## config.mk

```make
export PLATFORM = sky130hd
export DESIGN_NAME = bc_pingpong_ctrl
export DESIGN_NICKNAME = d
export VERILOG_FILES = /design/src/rtl/bc_pingpong_ctrl.sv
export SDC_FILE = /design/constraint.sdc
export NUM_CORES = 1
export LEC_CHECK = 0
export CORE_ASPECT_RATIO = 0.5
export CORE_MARGIN = 10
export CORE_UTILIZATION = 30
export DETAILED_ROUTE_END_ITERATION = 8
export SKIP_LAST_GASP = 1
export SYNTH_ARGS = -nofsm -noshare
export SYNTH_HDL_FRONTEND = slang
export SYNTH_SLANG_ARGS = --single-unit
```

## constraint.sdc

```tcl
create_clock -name clk_i -period 2.49 [get_ports clk_i]
set_input_delay 0.3735 -clock clk_i [delete_from_list [all_inputs] [get_ports clk_i]]
set_output_delay 0.3735 -clock clk_i [all_outputs]
set_load 0.05 [all_outputs]
```

## src/rtl/bc_pingpong_ctrl.sv

```systemverilog
// Sequencer for the two-bank ping-pong broadcast buffer between the VLSU load path and lane0.
// One bank is filled from full load-unit rows while the other is replayed element by element.
module bc_pingpong_ctrl #(
    parameter int NrLanes    = 4,
    parameter int MaxBlen    = 32,
    parameter int MaxReplays = 16
) (
    input  logic                            clk_i,
    input  logic                            rst_ni,
    input  logic                            cfg_valid_i,
    output logic                            cfg_ready_o,
    input  logic [$clog2(MaxBlen+1)-1:0]    cfg_rows_i,
    input  logic [$clog2(MaxReplays+1)-1:0] cfg_passes_i,
    input  logic [NrLanes-1:0]              ldu_req_i,
    output logic [NrLanes-1:0]              ldu_gnt_o,
    output logic [1:0]                      buf_push_o,
    input  logic [1:0]                      buf_full_i,
    output logic [1:0]                      buf_pop_o,
    output logic [1:0]                      buf_rewind_o,
    output logic [1:0]                      buf_flush_o,
    output logic                            rd_sel_o,
    output logic                            bc_valid_o,
    input  logic                            bc_ready_i,
    input  logic                            bc_invalidate_i,
    output logic                            block_done_o,
    output logic                            busy_o
);
    localparam int RowW  = $clog2(MaxBlen + 1);
    localparam int PassW = $clog2(MaxReplays + 1);
    localparam int ElemW = $clog2(MaxBlen * 2 * NrLanes + 1);

    typedef enum logic [1:0] {
        BANK_EMPTY  = 2'd0,
        BANK_FILL   = 2'd1,
        BANK_LOADED = 2'd2,
        BANK_DRAIN  = 2'd3
    } bank_state_e;

    bank_state_e      bank_q [2];
    bank_state_e      bank_d [2];
    logic             wr_id_q, wr_id_d;
    logic             rd_id_q, rd_id_d;
    logic [RowW-1:0]  rows_q, rows_d;
    logic [RowW-1:0]  wrow_q, wrow_d;
    logic [PassW-1:0] passes_q, passes_d;
    logic [PassW-1:0] pass_q, pass_d;
    logic [ElemW-1:0] elem_q, elem_d;

    logic [ElemW-1:0] elems_m1_s;
    logic [RowW-1:0]  cfg_rows_s;
    logic [PassW-1:0] cfg_passes_s;
    logic             last_elem_s;
    logic             last_pass_s;
    logic             wr_open_s;
    logic             grant_s;
    logic             rd_valid_s;

    assign cfg_ready_o = (bank_q[0] == BANK_EMPTY) && (bank_q[1] == BANK_EMPTY);
    assign busy_o      = ~cfg_ready_o;
    assign rd_sel_o    = rd_id_q;
    assign bc_valid_o  = rd_valid_s;

    assign elems_m1_s  = ElemW'(rows_q) * ElemW'(2 * NrLanes) - ElemW'(1);
    assign last_elem_s = (elem_q == elems_m1_s);
    assign last_pass_s = (pass_q == (passes_q - PassW'(1)));
    assign wr_open_s   = (bank_q[wr_id_q] == BANK_EMPTY) || (bank_q[wr_id_q] == BANK_FILL);
    assign grant_s     = (&ldu_req_i) && wr_open_s && !buf_full_i[wr_id_q];
    assign rd_valid_s  = (bank_q[rd_id_q] == BANK_LOADED) || (bank_q[rd_id_q] == BANK_DRAIN);

    // Clamp an out-of-range configuration into the legal window so counters always terminate.
    always_comb begin
        if (cfg_rows_i == '0) begin
            cfg_rows_s = RowW'(1);
        end else if (cfg_rows_i > RowW'(MaxBlen)) begin
            cfg_rows_s = RowW'(MaxBlen);
        end else begin
            cfg_rows_s = cfg_rows_i;
        end
        if (cfg_passes_i == '0) begin
            cfg_passes_s = PassW'(1);
        end else if (cfg_passes_i > PassW'(MaxReplays)) begin
            cfg_passes_s = PassW'(MaxReplays);
        end else begin
            cfg_passes_s = cfg_passes_i;
        end
    end

    // Next-state and strobe logic for configuration, write side and read side.
    always_comb begin
        bank_d[0]    = bank_q[0];
        bank_d[1]    = bank_q[1];
        wr_id_d      = wr_id_q;
        rd_id_d      = rd_id_q;
        rows_d       = rows_q;
        passes_d     = passes_q;
        wrow_d       = wrow_q;
        pass_d       = pass_q;
        elem_d       = elem_q;
        ldu_gnt_o    = '0;
        buf_push_o   = 2'b00;
        buf_pop_o    = 2'b00;
        buf_rewind_o = 2'b00;
        buf_flush_o  = 2'b00;
        block_done_o = 1'b0;

        if (cfg_valid_i && cfg_ready_o) begin
            rows_d   = cfg_rows_s;
            passes_d = cfg_passes_s;
        end else begin
            rows_d   = rows_q;
            passes_d = passes_q;
        end

        // Invalidate wins over a coincident pop; the aborted block never signals done.
        if (rd_valid_s && bc_invalidate_i) begin
            buf_flush_o[rd_id_q] = 1'b1;
            bank_d[rd_id_q]      = BANK_EMPTY;
            rd_id_d              = ~rd_id_q;
            elem_d               = '0;
            pass_d               = '0;
        end else if (rd_valid_s && bc_ready_i) begin
            buf_pop_o[rd_id_q] = 1'b1;
            bank_d[rd_id_q]    = BANK_DRAIN;
            if (last_elem_s && !last_pass_s) begin
                buf_rewind_o[rd_id_q] = 1'b1;
                pass_d                = pass_q + PassW'(1);
                elem_d                = '0;
            end else if (last_elem_s) begin
                buf_flush_o[rd_id_q] = 1'b1;
                block_done_o         = 1'b1;
                bank_d[rd_id_q]      = BANK_EMPTY;
                rd_id_d              = ~rd_id_q;
                elem_d               = '0;
                pass_d               = '0;
            end else begin
                elem_d = elem_q + ElemW'(1);
            end
        end else begin
            elem_d = elem_q;
        end

        // The write bank is always EMPTY/FILL here, so it never collides with the read update.
        if (grant_s) begin
            ldu_gnt_o           = '1;
            buf_push_o[wr_id_q] = 1'b1;
            if (wrow_q == (rows_q - RowW'(1))) begin
                bank_d[wr_id_q] = BANK_LOADED;
                wrow_d          = '0;
                wr_id_d         = ~wr_id_q;
            end else begin
                bank_d[wr_id_q] = BANK_FILL;
                wrow_d          = wrow_q + RowW'(1);
            end
        end else begin
            wrow_d = wrow_q;
        end
    end

    // State register; banks reset themselves, so no flush is issued here.
    always_ff @(posedge clk_i or negedge rst_ni) begin
        if (!rst_ni) begin
            bank_q[0] <= BANK_EMPTY;
            bank_q[1] <= BANK_EMPTY;
            wr_id_q   <= 1'b0;
            rd_id_q   <= 1'b0;
            rows_q    <= RowW'(1);
            passes_q  <= PassW'(1);
            wrow_q    <= '0;
            pass_q    <= '0;
            elem_q    <= '0;
        end else begin
            bank_q[0] <= bank_d[0];
            bank_q[1] <= bank_d[1];
            wr_id_q   <= wr_id_d;
            rd_id_q   <= rd_id_d;
            rows_q    <= rows_d;
            passes_q  <= passes_d;
            wrow_q    <= wrow_d;
            pass_q    <= pass_d;
            elem_q    <= elem_d;
        end
    end

endmodule

```

==> flow_metrics.tcl, run 1 <==
set metrics [dict create \
    nets 373 \
    design_area_mm2 0.00358 \
    htreeDepth 2 \
    worstSetupPathType "reg -> out" \
    grt_max_degree 38 \
    detailroute.via_count 2281 \
    arrival_ps 2520 \
    min_path_type "in -> async" \
    final_cell_count_no_fill 459 \
    clkSinkCount 37 \
    final_cell_mix "buf_4, dfrtp_1, nand2_1" \
    r2r_slack_ps 60 \
    clock_latency_ps 280 \
    drtIter0Drc 89 \
    finalHoldViolations 0 \
    total_power_w 0.00128 \
    drive_gt1_share_pct 25.9 \
    start_kind "register" \
    yosysTopAreaCell "dfrtp_1" \
    use_met1_pct 13.3 \
    run_status "finished with violations" \
    synth_area_leaders "dfrtp_1, xnor2_1, nand2_1" \
    track_usage_pct 10.9 \
    violations "setup timing" \
    postPlaceCellArea_mm2 0.00332 \
    ctsRootBufferMaster "clkbuf_16" \
    clk_pin_slew_ps 60 \
    max_slew_margin_pct 54.2 \
    final_common_cell "buf_4" \
    setup_ws_ps -405 \
    diodes 0 \
    dp_hpwl_um 5090 \
    rsz0062_at_grt "true" \
    synth_edf_count 0 \
    std_cell_rows 23 \
    top_usage_layer "met2" \
    yosysWarnings 0 \
    gp_congestion 0.828 \
    post_drt_wl_per_cell_um 14.5 \
    dp_cells 449 \
    final-setup-viol-count 5 \
    max_freq_ghz 0.345 \
    ys_types 51 \
    finClkSkew_ps 7.55 \
    core_mm2 0.00800 \
    worstPathRequired_ps 2120 \
    synth_nets 307 \
    fin_crit_sh_pct 116 \
    grt_pass1_vias 2349 \
    power_leakage_nw 1.52 \
    drt_wl_total_um 6650 \
    ys_ff_latch 37 \
    start_util_pct 30.7 \
    die_area_mm2 0.0124 \
    first_pass_iters 4 \
    grt.overflow.total 0 \
    antenna_found_initial 0 \
    dieWidth_um 148 \
    drv_slew 0 \
    use_met3_pct 1.95 \
    worstPathMaxFanout 3 \
    syn_inst 280 \
    cap_violations 0 \
    synth_top_area_share_pct 35.6 \
    ir_worst_vdd_mv 0.248 \
    cts_hold_buf 0 \
    cts_tree "done" \
    async_flop_share_pct 100 \
    io_buffers 38 \
    fillers 770 \
    die_y_um 84.0 \
    viasPerCell 4.97 \
    p_per_area_mw_per_mm2 358 \
    numCtsBuffers 5 \
    fin_crit_ps 2890 \
    area_delta_synth_final_pct 45.8 \
    ys_seq_area_share_pct 37.8 \
    clock_path_buffers 2 \
    endpoint_kind "output pin" \
    drc 0 \
    drtAntennaViolNets 0 \
    worst_pin_slew_ps 683 \
    grt_pass1_wl_um 11500 \
    grt_use_met2_pct 19.0 \
    avgSynthCellArea_um2 8.78 \
    synth_flop_cell "dfrtp_1" \
    synthesis.area_mm2 0.00246 \
    ioPinCount 39 \
]
through the flow:
step / setup TNS, ps / utilization [%] / setup slack (ps) / hold WS, ps
global route: -2210 / 44.8 / -478 / 552
finish: -1530 / 44.8 / -405 / 530
floorplan: -1050 / - / -551 / 77.9
global placement: -502 / 41.4 / -186 / 519
detailed placement: -580 / 41.4 / -221 / 517
CTS: -1790 / 44.2 / -454 / 530
routing by layer:
metal	wire, um	share of wire, %
met1	2970	45
met2	3340	50
met3	256	3.9
met4	80	1.2
met5	0	0
cells by family (layout without fill, tap and decap cells):
logic type,Yosys count,after routing,synth area share [%]
AND/OR/NAND/NOR,120,120,25.9
adder cells (fa/ha/maj),5,5,2.54
XOR/XNOR,31,31,12.2
buffers and inverters,27,94,4.78
AO/OA/AOI/OAI,55,55,14.6
flip-flops,37,37,37.8
multiplexers,5,5,2.19
critical path: stages (launching register included):
cell and delay, ps:
dfstp_2 530, inv_2 40, ha_4 200, xnor2_1 130, a211oi_2 220, o311ai_2 160, or4_4 610, a21oi_4 190
buf_12 150
cells in the mapped netlist (all sizes together), types with 3 or more instances:
cell and count:
nor3b 6, dfrtp 35, o31ai 5, clkbuf 9, a21oi 9, xor2 11, xnor2 18, ha 5
nor4 5, nand3 6, nand2 34, o41ai 5, inv 12, nand4 3, nand2b 8, o21ai 18
mux2 3, nor2b 4, and3 4, buf 6, o211ai 4, and2 7, o22ai 3, nor2 16
nor3 18
layout make-up:
class                           instances  area (um2)  share of cell area [%]
Multi-Input combinational cell        216        1580                    44.0
Tap cell                              112         140                    3.91
Clock buffer                            6         129                    3.60
Clock inverter                          2        10.0                   0.279
Inverter                               12        45.0                    1.26
Sequential cell                        37         930                    25.9
Timing Repair Buffer                   74         754                    21.1
worst paths after layout:
kind	from	end	depth (start not counted)
max in group asynchronous	rst_ni	rd_sel_o$_DFFE_PN0P_	2
min in group clk_i	passes_q[4]$_DFFE_PN0P_	passes_q[4]$_DFFE_PN0P_	1
hold / removal	rst_ni	elem_q[5]$_DFFE_PN0P_	2
hold reg to reg	passes_q[4]$_DFFE_PN0P_	passes_q[4]$_DFFE_PN0P_	1
setup / recovery	passes_q[0]$_DFFE_PN1P_	buf_flush_o[0]	8
setup reg to reg	rows_q[0]$_DFFE_PN1P_	pass_q[0]$_DFFE_PN0P_	9
what timing repair did:
action | in CTS | in global routing
resized for setup | 10 | 14
buffers inserted | 3 | 0
pin swaps | 10 | 5
endpoints found under the setup margin | 5 | 12
power by group:
group	switching [W]	leakage, nW	internal (W)
sequential	0.00000173	0.493	0.000603
clock	0.000243	0.0706	0.000368
combinational	0.0000295	0.957	0.0000383
total	0.000274	1.52	0.00101
sequential cells by signal, indices dropped and copies added, names as in the netlist:
signal,count
rd_sel_o,1
pass_q,5
wrow_q,6
rows_q,6
passes_q,5
wr_id_q,1
elem_q,9
bank_q,4
(Power assumes the default switching activity.)
==> run 2, diff against run 1 <==
--- a/config.mk
+++ b/config.mk
@@ -5,7 +5,7 @@
 export SDC_FILE = /design/constraint.sdc
 export NUM_CORES = 1
 export LEC_CHECK = 0
-export CORE_ASPECT_RATIO = 0.5
+export CORE_ASPECT_RATIO = 1.25
 export CORE_MARGIN = 10
 export CORE_UTILIZATION = 30
 export DETAILED_ROUTE_END_ITERATION = 8
==> flow_metrics.tcl, run 2 (synthesis gave the netlist of run 1 again) <==
set metrics [dict create \
    worstSetupPathType "reg -> out" \
    area_delta_synth_final_pct 41.3 \
    pre_cts_ws_ps -227 \
    worstPathMaxFanout 3 \
    drt_wl_total_um 6680 \
    endpoint_kind "output pin" \
    finClkSkew_ps 3.78 \
    cts_hold_buf 0 \
    worstReg2RegStart "rows_q[0]$_DFFE_PN1P_" \
    finalHoldViolations 0 \
    diodes 0 \
    viasPerCell 5.09 \
    grt_pass1_vias 2349 \
    io_buffers 38 \
    die_y_um 121 \
    grt.overflow.total 0 \
    setup_ws_ps -323 \
    start_kind "register" \
    dp_hpwl_um 4990 \
    r2r_slack_ps 10 \
    gp_congestion 0.874 \
    p_int_w 0.000833 \
    ir_worst_vdd_mv 0.224 \
    swShare_pct 23.0 \
    track_usage_pct 11.3 \
    final-setup-viol-count 5 \
    final_cell_mix "buf_4, dfrtp_1, nand2_1" \
    numCtsBuffers 5 \
    clkPwrFrac_pct 38.1 \
    regMostFlops "elem_q" \
    r2r.worst_path.cells 9 \
    max_slew_margin_pct 42.0 \
    worst_pin_slew_ps 869 \
    grt_pass1_wl_um 11400 \
    first_pass_iters 4 \
    combPwrFrac_pct 6.1 \
    max_freq_ghz 0.355 \
    core_mm2 0.00788 \
    drtAntennaViolNets 0 \
    drv_slew 0 \
    total_power_w 0.00108 \
    cts_tree "done" \
    clkSinkCount 37 \
    largest_reg_flops 9 \
    drc 0 \
    die_area_mm2 0.0122 \
    violations "setup timing" \
    grt_max_degree 38 \
    ioPinCount 39 \
    fin_crit_sh_pct 113 \
    p_seq_share_pct 55.8 \
    fin_crit_ps 2810 \
    clock_latency_ps 290 \
    reg2reg_to "pass_q[0]$_DFFE_PN0P_" \
    start_util_pct 31.2 \
    postPlaceCellArea_mm2 0.00327 \
    run_status "finished with violations" \
    dieWidth_um 101 \
    post_drt_wl_per_cell_um 15.1 \
    clk_pin_slew_ps 70 \
    antenna_found_initial 0 \
    drive_gt1_share_pct 25.9 \
    ctsRootBufferMaster "clkbuf_8" \
    worstPathRequired_ps 2120 \
    cap_violations 0 \
    final_common_cell "buf_4" \
    fillers 755 \
    reg.largest.list "elem_q (9), rows_q (6), wrow_q (6)" \
    arrival_ps 2440 \
    drtIter0Drc 101 \
    design_area_mm2 0.00347 \
    clock_path_buffers 2 \
    rsz0062_at_grt "true" \
    power_leakage_nw 1.48 \
    std_cell_rows 36 \
    htreeDepth 2 \
    p_sw_w 0.000248 \
    detailroute.via_count 2248 \
    nets 373 \
    min_path_type "in -> async" \
    p_per_area_mw_per_mm2 311 \
]
## run 2: final cells by class
type / instances / area [um2] / area share [%]
multi-input combinational: 216 / 1580 / 45.4
sequential: 37 / 930 / 26.8
timing repair buffer: 74 / 722 / 20.8
tap: 95 / 119 / 3.42
clock buffer: 6 / 72.6 / 2.09
inverter: 12 / 45.0 / 1.30
clock inverter: 2 / 10.0 / 0.288
## run 2: worst max path at each step
stage                            start             end  slack, ps  cells after the start
6_report       passes_q[0]$_DFFE_PN1P_  buf_flush_o[0]       -320                      8
5_1_grt          rows_q[0]$_DFFE_PN1P_  buf_flush_o[0]       -440                      8
4_1_cts        passes_q[0]$_DFFE_PN1P_  buf_flush_o[0]       -410                      8
3_5_place_dp   passes_q[0]$_DFFE_PN1P_  buf_flush_o[0]       -230                      9
3_3_place_gp   passes_q[0]$_DFFE_PN1P_  buf_flush_o[1]       -180                      9
2_1_floorplan    rows_q[0]$_DFFE_PN1P_    block_done_o       -550                      7
## run 2: routing by layer
layer | up-vias | wire length, um | GRT usage (%)
li1 | 1127 | - | -
met1 | 1069 | 2970 | 13.2
met2 | 41 | 3300 | 19.6
met3 | 11 | 297 | 3.02
met4 | 0 | 109 | 3.32
met5 | - | 0 | 0
## run 2: timing repair
action,4_1_cts,5_1_grt
pin swaps,9,5
resized for setup,15,3
setup buffers,5,0
endpoints found under the setup margin,5,8
## run 2: worst max-delay path: stages (launching register included)
cell      delay (ps)
dfstp_2          540
inv_2             40
ha_4             210
xnor2_2          140
a211oi_2         170
o311ai_2         160
or4_4            560
a21oi_4          170
buf_12           150
## run 2: stage by stage
stage / instances / hold WS, ps / utilization, % / TNS (ps)
after global routing: 442 / 273 / 44.1 / -2380
after CTS: 442 / 234 / 43.9 / -1540
after floorplan: 280 / 77.9 / - / -1050
after global placement: 432 / 528 / 41.5 / -642
final: 442 / 199 / 44.1 / -1380
after detailed placement: 432 / 532 / 41.5 / -726
## run 2: power groups by stage
stage	registers [W]	clock network, W	logic (W)
finish	0.000604	0.000412	0.0000656
global route	0.000604	0.000451	0.0000741
global placement	0.000615	0	0.0000657
floorplan	0.000615	0	0.0000122
detailed placement	0.000615	0	0.0000662
CTS	0.000603	0.000427	0.0000668
